## src/rtl/cmp_pkg.sv

```systemverilog
// Shared types and sizing helpers for the iterative comparator.
package cmp_pkg;

    // Comparator FSM states.
    typedef enum logic [1:0] {
        IDLE = 2'd0,
        RUN  = 2'd1,
        DONE = 2'd2
    } cmp_state_t;

    // Registered compare result; exactly one bit is set after a completed compare.
    typedef struct packed {
        logic eq;
        logic lt;
        logic gt;
    } cmp_result_t;

    // Number of chunks an operand splits into.
    function automatic int calc_n(input int width, input int chunk);
        return width / chunk;
    endfunction

    // Chunk index width: clog2 of the chunk count, never below one bit.
    function automatic int calc_idx_w(input int n);
        return (n <= 1) ? 1 : $clog2(n);
    endfunction

    // Default geometry (32-bit operands, 8-bit chunks).
    localparam int CMP_WIDTH_DEF = 32;
    localparam int CMP_CHUNK_DEF = 8;
    localparam int CMP_N_DEF     = calc_n(CMP_WIDTH_DEF, CMP_CHUNK_DEF);
    localparam int CMP_IDX_W_DEF = calc_idx_w(CMP_N_DEF);

endpackage

```

## src/rtl/cmp_chunk.sv

```systemverilog
// Combinational compare of two CHUNK-bit slices. For the most significant
// chunk of a signed compare the MSBs are inverted, which maps two's-complement
// order onto unsigned order. Equality never depends on the sign handling.
module cmp_chunk
    import cmp_pkg::*;
#(
    parameter int CHUNK = 8
) (
    input  logic [CHUNK-1:0] a,
    input  logic [CHUNK-1:0] b,
    input  logic             is_signed_top,
    output logic             ch_eq,
    output logic             ch_lt
);

    logic [CHUNK-1:0] a_adj;
    logic [CHUNK-1:0] b_adj;

    // Apply the sign correction, then do a plain unsigned compare.
    always_comb begin
        a_adj = a;
        b_adj = b;
        if (is_signed_top) begin
            a_adj[CHUNK-1] = ~a[CHUNK-1];
            b_adj[CHUNK-1] = ~b[CHUNK-1];
        end
        ch_eq = (a == b);
        ch_lt = (a_adj < b_adj);
    end

endmodule

```

## src/rtl/cmp_iter.sv

```systemverilog
// Iterative magnitude/equality comparator: scans the operands CHUNK bits per
// cycle from the most significant chunk down.
//
// Build option CMP_ITER_EARLY_EXIT_EN: when defined, RUN stops on the first
// differing chunk (data-dependent latency). When undefined, all N chunks are
// always examined and done arrives in cycle N+1 (constant time). Results are
// identical in both builds.
//
// Handshake: start is sampled only in IDLE (busy=0); the accepting edge
// latches x, y, signed_mode and clears eq/lt/gt. busy is high in RUN and DONE,
// during which start is ignored. done is a one-cycle pulse in DONE; eq/lt/gt
// are valid from that cycle and hold until the next start is accepted.
// State is held in state_q (cmp_state_t) for observation.
module cmp_iter
    import cmp_pkg::*;
#(
    parameter int WIDTH = 32,
    parameter int CHUNK = 8
) (
    input  logic             clk,
    input  logic             rst_n,
    input  logic             start,
    input  logic             signed_mode,
    input  logic [WIDTH-1:0] x,
    input  logic [WIDTH-1:0] y,
    output logic             busy,
    output logic             done,
    output logic             eq,
    output logic             lt,
    output logic             gt
);

    localparam int N     = calc_n(WIDTH, CHUNK);
    localparam int IDX_W = calc_idx_w(N);
    localparam logic [IDX_W-1:0] IDX_TOP  = IDX_W'(N - 1);
    localparam logic [IDX_W-1:0] IDX_ZERO = '0;

    cmp_state_t       state_q, state_d;
    logic [IDX_W-1:0] idx_q, idx_d;
    logic [WIDTH-1:0] opa_q, opa_d;
    logic [WIDTH-1:0] opb_q, opb_d;
    logic             signed_q, signed_d;
    cmp_result_t      res_q, res_d;

`ifndef CMP_ITER_EARLY_EXIT_EN
    // Remembers the most significant differing chunk while the scan continues.
    logic found_q, found_d;
    logic pend_lt_q, pend_lt_d;
`endif

    logic [CHUNK-1:0] a_sl;
    logic [CHUNK-1:0] b_sl;
    logic             top_signed;
    logic             ch_eq;
    logic             ch_lt;

    // Select the chunk addressed by idx from the latched operands.
    always_comb begin
        a_sl = '0;
        b_sl = '0;
        for (int i = 0; i < N; i++) begin
            if (idx_q == IDX_W'(i)) begin
                a_sl = opa_q[i*CHUNK +: CHUNK];
                b_sl = opb_q[i*CHUNK +: CHUNK];
            end
        end
        top_signed = signed_q && (idx_q == IDX_TOP);
    end

    cmp_chunk #(
        .CHUNK(CHUNK)
    ) u_chunk (
        .a            (a_sl),
        .b            (b_sl),
        .is_signed_top(top_signed),
        .ch_eq        (ch_eq),
        .ch_lt        (ch_lt)
    );

    // Next-state, datapath and result update for the IDLE/RUN/DONE sequence.
    always_comb begin
        state_d  = state_q;
        idx_d    = idx_q;
        opa_d    = opa_q;
        opb_d    = opb_q;
        signed_d = signed_q;
        res_d    = res_q;
`ifndef CMP_ITER_EARLY_EXIT_EN
        found_d   = found_q;
        pend_lt_d = pend_lt_q;
`endif
        case (state_q)
            IDLE: begin
                if (start) begin
                    opa_d    = x;
                    opb_d    = y;
                    signed_d = signed_mode;
                    idx_d    = IDX_TOP;
                    res_d    = '0;
                    state_d  = RUN;
`ifndef CMP_ITER_EARLY_EXIT_EN
                    found_d   = 1'b0;
                    pend_lt_d = 1'b0;
`endif
                end
            end
            RUN: begin
`ifdef CMP_ITER_EARLY_EXIT_EN
                if (!ch_eq) begin
                    res_d.eq = 1'b0;
                    res_d.lt = ch_lt;
                    res_d.gt = ~ch_lt;
                    state_d  = DONE;
                end else if (idx_q == IDX_ZERO) begin
                    res_d.eq = 1'b1;
                    res_d.lt = 1'b0;
                    res_d.gt = 1'b0;
                    state_d  = DONE;
                end else begin
                    idx_d = idx_q - IDX_W'(1);
                end
`else
                if (!found_q && !ch_eq) begin
                    found_d   = 1'b1;
                    pend_lt_d = ch_lt;
                end
                if (idx_q == IDX_ZERO) begin
                    state_d = DONE;
                    if (found_q) begin
                        res_d.eq = 1'b0;
                        res_d.lt = pend_lt_q;
                        res_d.gt = ~pend_lt_q;
                    end else if (!ch_eq) begin
                        res_d.eq = 1'b0;
                        res_d.lt = ch_lt;
                        res_d.gt = ~ch_lt;
                    end else begin
                        res_d.eq = 1'b1;
                        res_d.lt = 1'b0;
                        res_d.gt = 1'b0;
                    end
                end else begin
                    idx_d = idx_q - IDX_W'(1);
                end
`endif
            end
            DONE: begin
                state_d = IDLE;
            end
            default: begin
                state_d = IDLE;
            end
        endcase
    end

    // State, operand, index and result registers.
    always_ff @(posedge clk or negedge rst_n) begin
        if (!rst_n) begin
            state_q  <= IDLE;
            idx_q    <= '0;
            opa_q    <= '0;
            opb_q    <= '0;
            signed_q <= 1'b0;
            res_q    <= '0;
        end else begin
            state_q  <= state_d;
            idx_q    <= idx_d;
            opa_q    <= opa_d;
            opb_q    <= opb_d;
            signed_q <= signed_d;
            res_q    <= res_d;
        end
    end

`ifndef CMP_ITER_EARLY_EXIT_EN
    // Pending-result registers for the constant-time scan.
    always_ff @(posedge clk or negedge rst_n) begin
        if (!rst_n) begin
            found_q   <= 1'b0;
            pend_lt_q <= 1'b0;
        end else begin
            found_q   <= found_d;
            pend_lt_q <= pend_lt_d;
        end
    end
`endif

    // Outputs are decoded straight from registers.
    always_comb begin
        busy = (state_q != IDLE);
        done = (state_q == DONE);
        eq   = res_q.eq;
        lt   = res_q.lt;
        gt   = res_q.gt;
    end

endmodule

```

## config.mk

```make
export PLATFORM = sky130hd
export DESIGN_NAME = cmp_iter
export DESIGN_NICKNAME = d
export VERILOG_FILES = /design/src/rtl/cmp_pkg.sv /design/src/rtl/cmp_chunk.sv /design/src/rtl/cmp_iter.sv
export SDC_FILE = /design/constraint.sdc
export NUM_CORES = 1
export LEC_CHECK = 0
export ABC_AREA = 1
export CAP_MARGIN = 20
export CORE_MARGIN = 5
export CORE_UTILIZATION = 46
export DETAILED_ROUTE_END_ITERATION = 8
export MAX_ROUTING_LAYER = met4
export PLACE_DENSITY = 0.75
export SLEW_MARGIN = 20
export SYNTH_ARGS = -nofsm -noshare
export SYNTH_HDL_FRONTEND = slang
export SYNTH_SLANG_ARGS = --single-unit
```

## constraint.sdc

```tcl
create_clock -name clk -period 2.2 [get_ports clk]
set_input_delay 0.44 -clock clk [delete_from_list [all_inputs] [get_ports clk]]
set_output_delay 0.44 -clock clk [all_outputs]
set_load 0.03 [all_outputs]
```

==> results.json, run 1 <==
{
  "outcome": "finished with violations",
  "violations": "negative setup slack",
  "drv_cap": 0,
  "final.period_utilization": 1.12,
  "fillers": 654,
  "antenna_found_initial": 0,
  "synth_fa_ha_area_frac": 0.0415,
  "final_nets": 618,
  "use_met3": 0.0389,
  "start_kind": "flip-flop",
  "die_height_microns": 98.7,
  "synth_top_family_by_area": "simple AND/OR/NAND/NOR gates",
  "peakVddDrop_uv": 577,
  "gp_congestion": 0.834,
  "path_clk_slew_ps": 80,
  "layout_min_cycle_time_ps": 2470,
  "dp_hpwl_microns": 6490,
  "p_sw_mw": 3.20,
  "critPathKind": "flip-flop to flip-flop",
  "num_vias": 3156,
  "overflow": 0,
  "p_sw_frac": 0.432,
  "setup_viol": 5,
  "clock_skew_ps": 9.06,
  "hold_class": "flip-flop to flip-flop",
  "path_max_fanout": 7,
  "combPwrFrac": 0.533,
  "crit_path_end_kind": "flip-flop",
  "finalSetupTns_ps": -1030,
  "core_area_sq_um": 7690,
  "insertion_delay_ps": 350,
  "syn_inst": 449,
  "max_freq_ghz": 0.405,
  "top_usage_layer": "met2",
  "netlist-cell-type-count": 30,
  "holdWs_ps": 484,
  "initial_utilization": 0.471,
  "cp_common_cell": "nor2_1",
  "worstMarginPinSlew_ps": 424,
  "leakage_nw": 2.45,
  "port_buffers": 72,
  "wire_per_inst_microns": 13.5,
  "fp-row-count": 32,
  "synth_nets": 529,
  "diodes": 0,
  "drt-initial-drc-count": 133,
  "fin_ws_ps": -267,
  "cts_sinks": 74,
  "cpPeakStageDelay_ps": 410,
  "yosysSeqAreaShare": 0.511,
  "p_int_mw": 4.20,
  "crit_buf_inv": 2,
  "seq_power_share": 0.331,
  "synth_compound_area_frac": 0.104,
  "drv_slew": 0,
  "grt_max_degree": 45,
  "final_common_cell": "nand2_1",
  "ys_seq_elements": 74,
  "multiInputGateArea_sq_um": 1730,
  "clockPowerShare": 0.136,
  "die-area_sq_um": 9750,
  "synthSimpleGateAreaFrac": 0.284,
  "required_ps": 2440,
  "htreeDepth": 3,
  "cts_tree": "built",
  "syn-cell-area_sq_um": 3620,
  "met1_usage": 0.269,
  "die_x_microns": 98.7,
  "cts.path.max_buffers": 2,
  "ys_warn_count": 0,
  "synth_top_area_share": 0.511,
  "io_pins": 73,
  "grt_util_met2": 0.288,
  "yosys-top-cells-area": "dfrtp_1, nand2_1, ha_1",
  "area_growth_pct": 36.5,
  "hold_viol_final": 0,
  "first_pass_iters": 5,
  "synth.area.mux_share": 0,
  "syn_avg_cell_area_sq_um": 8.06,
  "synth_ff_type": "dfrtp_1",
  "cts-root-buf": "clkbuf_8",
  "yosys.area_share.xor_xnor": 0.00484,
  "drive_above_1_share": 0.164,
  "routed_via_density": 4.89,
  "mostFrequentLayoutCells": "nand2_1, dfrtp_1, clkdlybuf4s50_1",
  "drc": 0,
  "arrival_ps": 2700,
  "totalWireLength_microns": 8740,
  "crit_chain": "buf_6, ha_4, nor2_4, clkbuf_16, a221oi_2, o31ai_1, ha_1, a21oi_2, nor2_1, nor2_1, nand2_1, o211ai_1, o21ai_1",
  "cts_buffers": 9,
  "seq_area_sq_um": 1850,
  "critPathSlowestCell": "dfrtp_1",
  "max_slew_margin": 0.717,
  "rsz0062_at_grt": "true",
  "p_per_area_nw_per_um2": 1500,
  "grt_pass1_vias": 3117,
  "critPathTopFamily": "compound AO/OA/AOI/OAI gates",
  "yosys.area.top_type": "dfrtp_1",
  "grt_usage": 0.195,
  "synth_edf_count": 0,
  "async_flop_share": 1.00,
  "ant_nets": 0,
  "grt_first_pass_wirelength_microns": 14800
}
[stage by stage]
step	utilization	power [mW]	cells	setup WS, ps	instance area, sq um
after floorplan	-	4.89	449	-40.2	3710
after global placement	0.599	5.80	625	-216	4610
after detailed placement	0.599	5.93	625	-255	4610
after CTS	0.630	7.07	643	-206	4840
after global routing	0.643	8.07	645	-420	4940
final	0.643	7.40	645	-267	4940
[cell type report]
class,instances,share of cell area
Tap cell,102,0.0258
Clock buffer,10,0.0258
Timing Repair Buffer,100,0.199
Clock inverter,6,0.0116
Inverter,17,0.0144
Multi-Input combinational cell,336,0.349
Sequential cell,74,0.375
[cell families (layout without fill, tap and decap cells)]
logic type	Yosys count	in the layout
and+or+nand+nor	259	259
DFF	74	74
AOI/OAI and AO/OA	63	63
adders and majority gates	12	12
buffers and inverters	39	133
xor gates and xnor gates	2	2
[routing by layer]
layer,part of all wire,vias up,routed length (microns)
li1,-,1602,-
met1,0.47,1468,4090
met2,0.48,78,4150
met3,0.045,8,389
met4,0.012,0,102
met5,0,-,0
[power by group through the flow]
stage	clock, mW	combinational, mW	sequential [mW]
after detailed placement	0	3.48	2.45
after floorplan	0	2.56	2.33
after global placement	0	3.36	2.44
after CTS	1.03	3.59	2.44
final	1.01	3.94	2.45
after global routing	1.09	4.46	2.52
[registers in the layout, indices dropped and copies added (netlist names)]
signal     cells
opb_q         32
pend_lt_q      1
gt             1
opa_q         32
lt             1
idx_q          2
state_q        2
eq             1
signed_q       1
found_q        1
[repair_timing]
item | in CTS | in global routing
gates cloned | 0 | 1
endpoints found under the hold margin | 4 | 0
pin swaps | 6 | 15
hold buffers | 1 | 0
setup endpoints to repair | 5 | 5
gates resized for setup | 11 | 19
buffers inserted | 1 | 1
[cell usage after synthesis (4+ instances only)]
library cell / number
o21ai_0: 19
a21oi_1: 20
inv_1: 12
clkbuf_1: 8
buf_4: 6
nor2_1: 19
dfrtp_1: 74
buf_2: 6
inv_2: 4
ha_1: 12
nand2_2: 5
a22oi_1: 12
nand2_1: 223
[final timing paths]
path,start,endpoint,slack [ps],cells after the start
min reg2reg,opa_q[28],opa_q[28],480,2
min in group asynchronous,rst_n,opa_q[4],530,2
max in group asynchronous,rst_n,opb_q[17],1060,3
min,opa_q[28],opa_q[28],480,2
max reg2reg,idx_q[0],gt,-270,13
max,idx_q[0],gt,-270,13
[tightest hold or removal path, cell delays in order, from the launching register on]
cell	delay (ps)
dfrtp_1	350
nand2_1	60
nand2_1	50
Note: power is estimated with default switching activity, not from simulation.
==> run 2: changes to the inputs <==
--- a/config.mk
+++ b/config.mk
@@ -7,6 +7,7 @@
 export LEC_CHECK = 0
 export ABC_AREA = 1
 export CAP_MARGIN = 20
+export CORE_ASPECT_RATIO = 0.6
 export CORE_MARGIN = 5
 export CORE_UTILIZATION = 46
 export DETAILED_ROUTE_END_ITERATION = 8
==> results.json, run 2 (synthesized netlist as in run 1, its figures left out) <==
{
  "cpPeakStageDelay_ps": 420,
  "p_per_area_nw_per_um2": 1510,
  "met1_usage": 0.287,
  "drt-initial-drc-count": 184,
  "holdWs_ps": 472,
  "fp-row-count": 25,
  "routed_via_density": 4.88,
  "layout_min_cycle_time_ps": 2470,
  "max_freq_ghz": 0.406,
  "antenna_found_initial": 0,
  "required_ps": 2420,
  "critPathKind": "flip-flop to flip-flop",
  "drc": 0,
  "ant_nets": 0,
  "use_met3": 0.0544,
  "cts_tree": "built",
  "port_buffers": 72,
  "critPathSlowestCell": "dfrtp_1",
  "worstMarginPinSlew_ps": 431,
  "die-area_sq_um": 9800,
  "postLayoutCoreUtil": 0.640,
  "hold_viol_final": 0,
  "totalWireLength_microns": 9130,
  "hold_class": "flip-flop to flip-flop",
  "path_clk_slew_ps": 50,
  "max_slew_margin": 0.713,
  "violations": "negative setup slack",
  "peakVddDrop_uv": 840,
  "cts_buffers": 9,
  "cts-root-buf": "clkbuf_16",
  "overflow": 0,
  "core_area_sq_um": 7760,
  "clock_skew_ps": 4.02,
  "finalSetupTns_ps": -1110,
  "place_ws_ps": -339,
  "drv_cap": 0,
  "num_vias": 3179,
  "final.period_utilization": 1.12,
  "arrival_ps": 2690,
  "rsz0062_at_grt": "true",
  "grt_first_pass_wirelength_microns": 15500,
  "drv_slew": 0,
  "post-route-cell-area_sq_um": 4960,
  "grt_usage": 0.201,
  "grt_pass1_vias": 3094,
  "cts_sinks": 74,
  "setup_viol": 5,
  "start_kind": "flip-flop",
  "outcome": "finished with violations",
  "final_nets": 620,
  "initial_utilization": 0.467,
  "area_growth_pct": 37.1,
  "die_height_microns": 78.7,
  "diodes": 0,
  "crit_path_end_kind": "flip-flop",
  "die_x_microns": 125,
  "htreeDepth": 3,
  "leakage_nw": 2.46,
  "insertion_delay_ps": 330,
  "final_common_cell": "nand2_1",
  "cp_common_cell": "nand2_2",
  "cts.path.max_buffers": 2,
  "reg_top3": "opa_q x32, opb_q x32",
  "dp_hpwl_microns": 6840,
  "crit_chain": "buf_6, ha_4, nor2_4, buf_6, a22oi_1, o21ai_0, o21ai_1, ha_1, nand2_2, nor3_2, nand3_2, nand2_2, nand2_2, nand4_1, nand2_1",
  "gp_congestion": 0.831,
  "top_usage_layer": "met1",
  "fin_ws_ps": -266,
  "grt_util_met2": 0.286,
  "path_max_fanout": 7,
  "io_pins": 73,
  "first_pass_iters": 4,
  "grt_max_degree": 37,
  "placement.cell_area_sq_um": 4620,
  "mostFrequentLayoutCells": "nand2_1, dfrtp_1, clkdlybuf4s50_1",
  "wire_per_inst_microns": 14.0,
  "fillers": 694,
  "drive_above_1_share": 0.151
}
==> run 2: routing by layer <==
layer,vias to the layer above,share of wire
li1,1607,-
met1,1490,0.51
met2,78,0.44
met3,4,0.047
met4,0,0.0036
met5,-,0
==> run 2: path summary, 6_finish.rpt <==
check	from	slack [ps]	endpoint	cells past startpoint
setup / recovery	idx_q[0]	-270	pend_lt_q	15
hold / removal	opb_q[8]	470	opb_q[8]	2
setup reg to reg	idx_q[0]	-270	pend_lt_q	15
hold reg to reg	opb_q[8]	470	opb_q[8]	2
max in group asynchronous	rst_n	990	gt	3
min in group asynchronous	rst_n	510	opa_q[21]	2
==> run 2: worst max-delay path, delay by kind of cell, from the launching register on <==
| family | cells | cell delay (ps) |
|---|---|---|
| AOI/OAI and AO/OA | 3 | 340 |
| DFF | 1 | 420 |
| buffers and inverters | 2 | 300 |
| adders and majority gates | 2 | 460 |
| and+or+nand+nor | 8 | 830 |
==> run 2: final cells by class <==
type | count | area [sq um] | share of cell area
Sequential cell | 74 | 1850 | 0.373
Multi-Input combinational cell | 336 | 1670 | 0.337
Timing Repair Buffer | 102 | 980 | 0.197
Clock buffer | 11 | 233 | 0.0469
Tap cell | 108 | 135 | 0.0272
Inverter | 17 | 71.3 | 0.0144
Clock inverter | 4 | 20.0 | 0.00403
==> run 2: power by group <==
part | total [mW] | switching (mW) | internal (mW)
Clock | 1.27 | 0.520 | 0.748
Combinational | 3.76 | 2.14 | 1.61
Sequential | 2.47 | 0.466 | 2.00
Total | 7.50 | 3.13 | 4.37
==> run 2: timing repair <==
action | in CTS | in global routing
pin swaps | 15 | 14
endpoints found under the setup margin | 5 | 5
hold endpoints to repair | 9 | 0
buffers inserted | 2 | 2
resized for setup | 14 | 6
hold buffers | 1 | 0
gates cloned | 0 | 0
==> run 2: stage by stage <==
| stage | cells | power [mW] |
|---|---|---|
| after detailed placement | 632 | 5.99 |
| after global placement | 632 | 5.88 |
| after CTS | 650 | 7.46 |
| after floorplan | 449 | 4.89 |
| final | 652 | 7.50 |
| after global routing | 652 | 8.15 |
==> run 3: changes to the inputs <==
--- a/config.mk
+++ b/config.mk
@@ -11,6 +11,7 @@
 export CORE_MARGIN = 5
 export CORE_UTILIZATION = 46
 export DETAILED_ROUTE_END_ITERATION = 8
+export HOLD_SLACK_MARGIN = 0.05
 export MAX_ROUTING_LAYER = met4
 export PLACE_DENSITY = 0.75
 export SLEW_MARGIN = 20
==> results of run 3 <==
Final layout, timing and power as in run 2 (identical DEF).
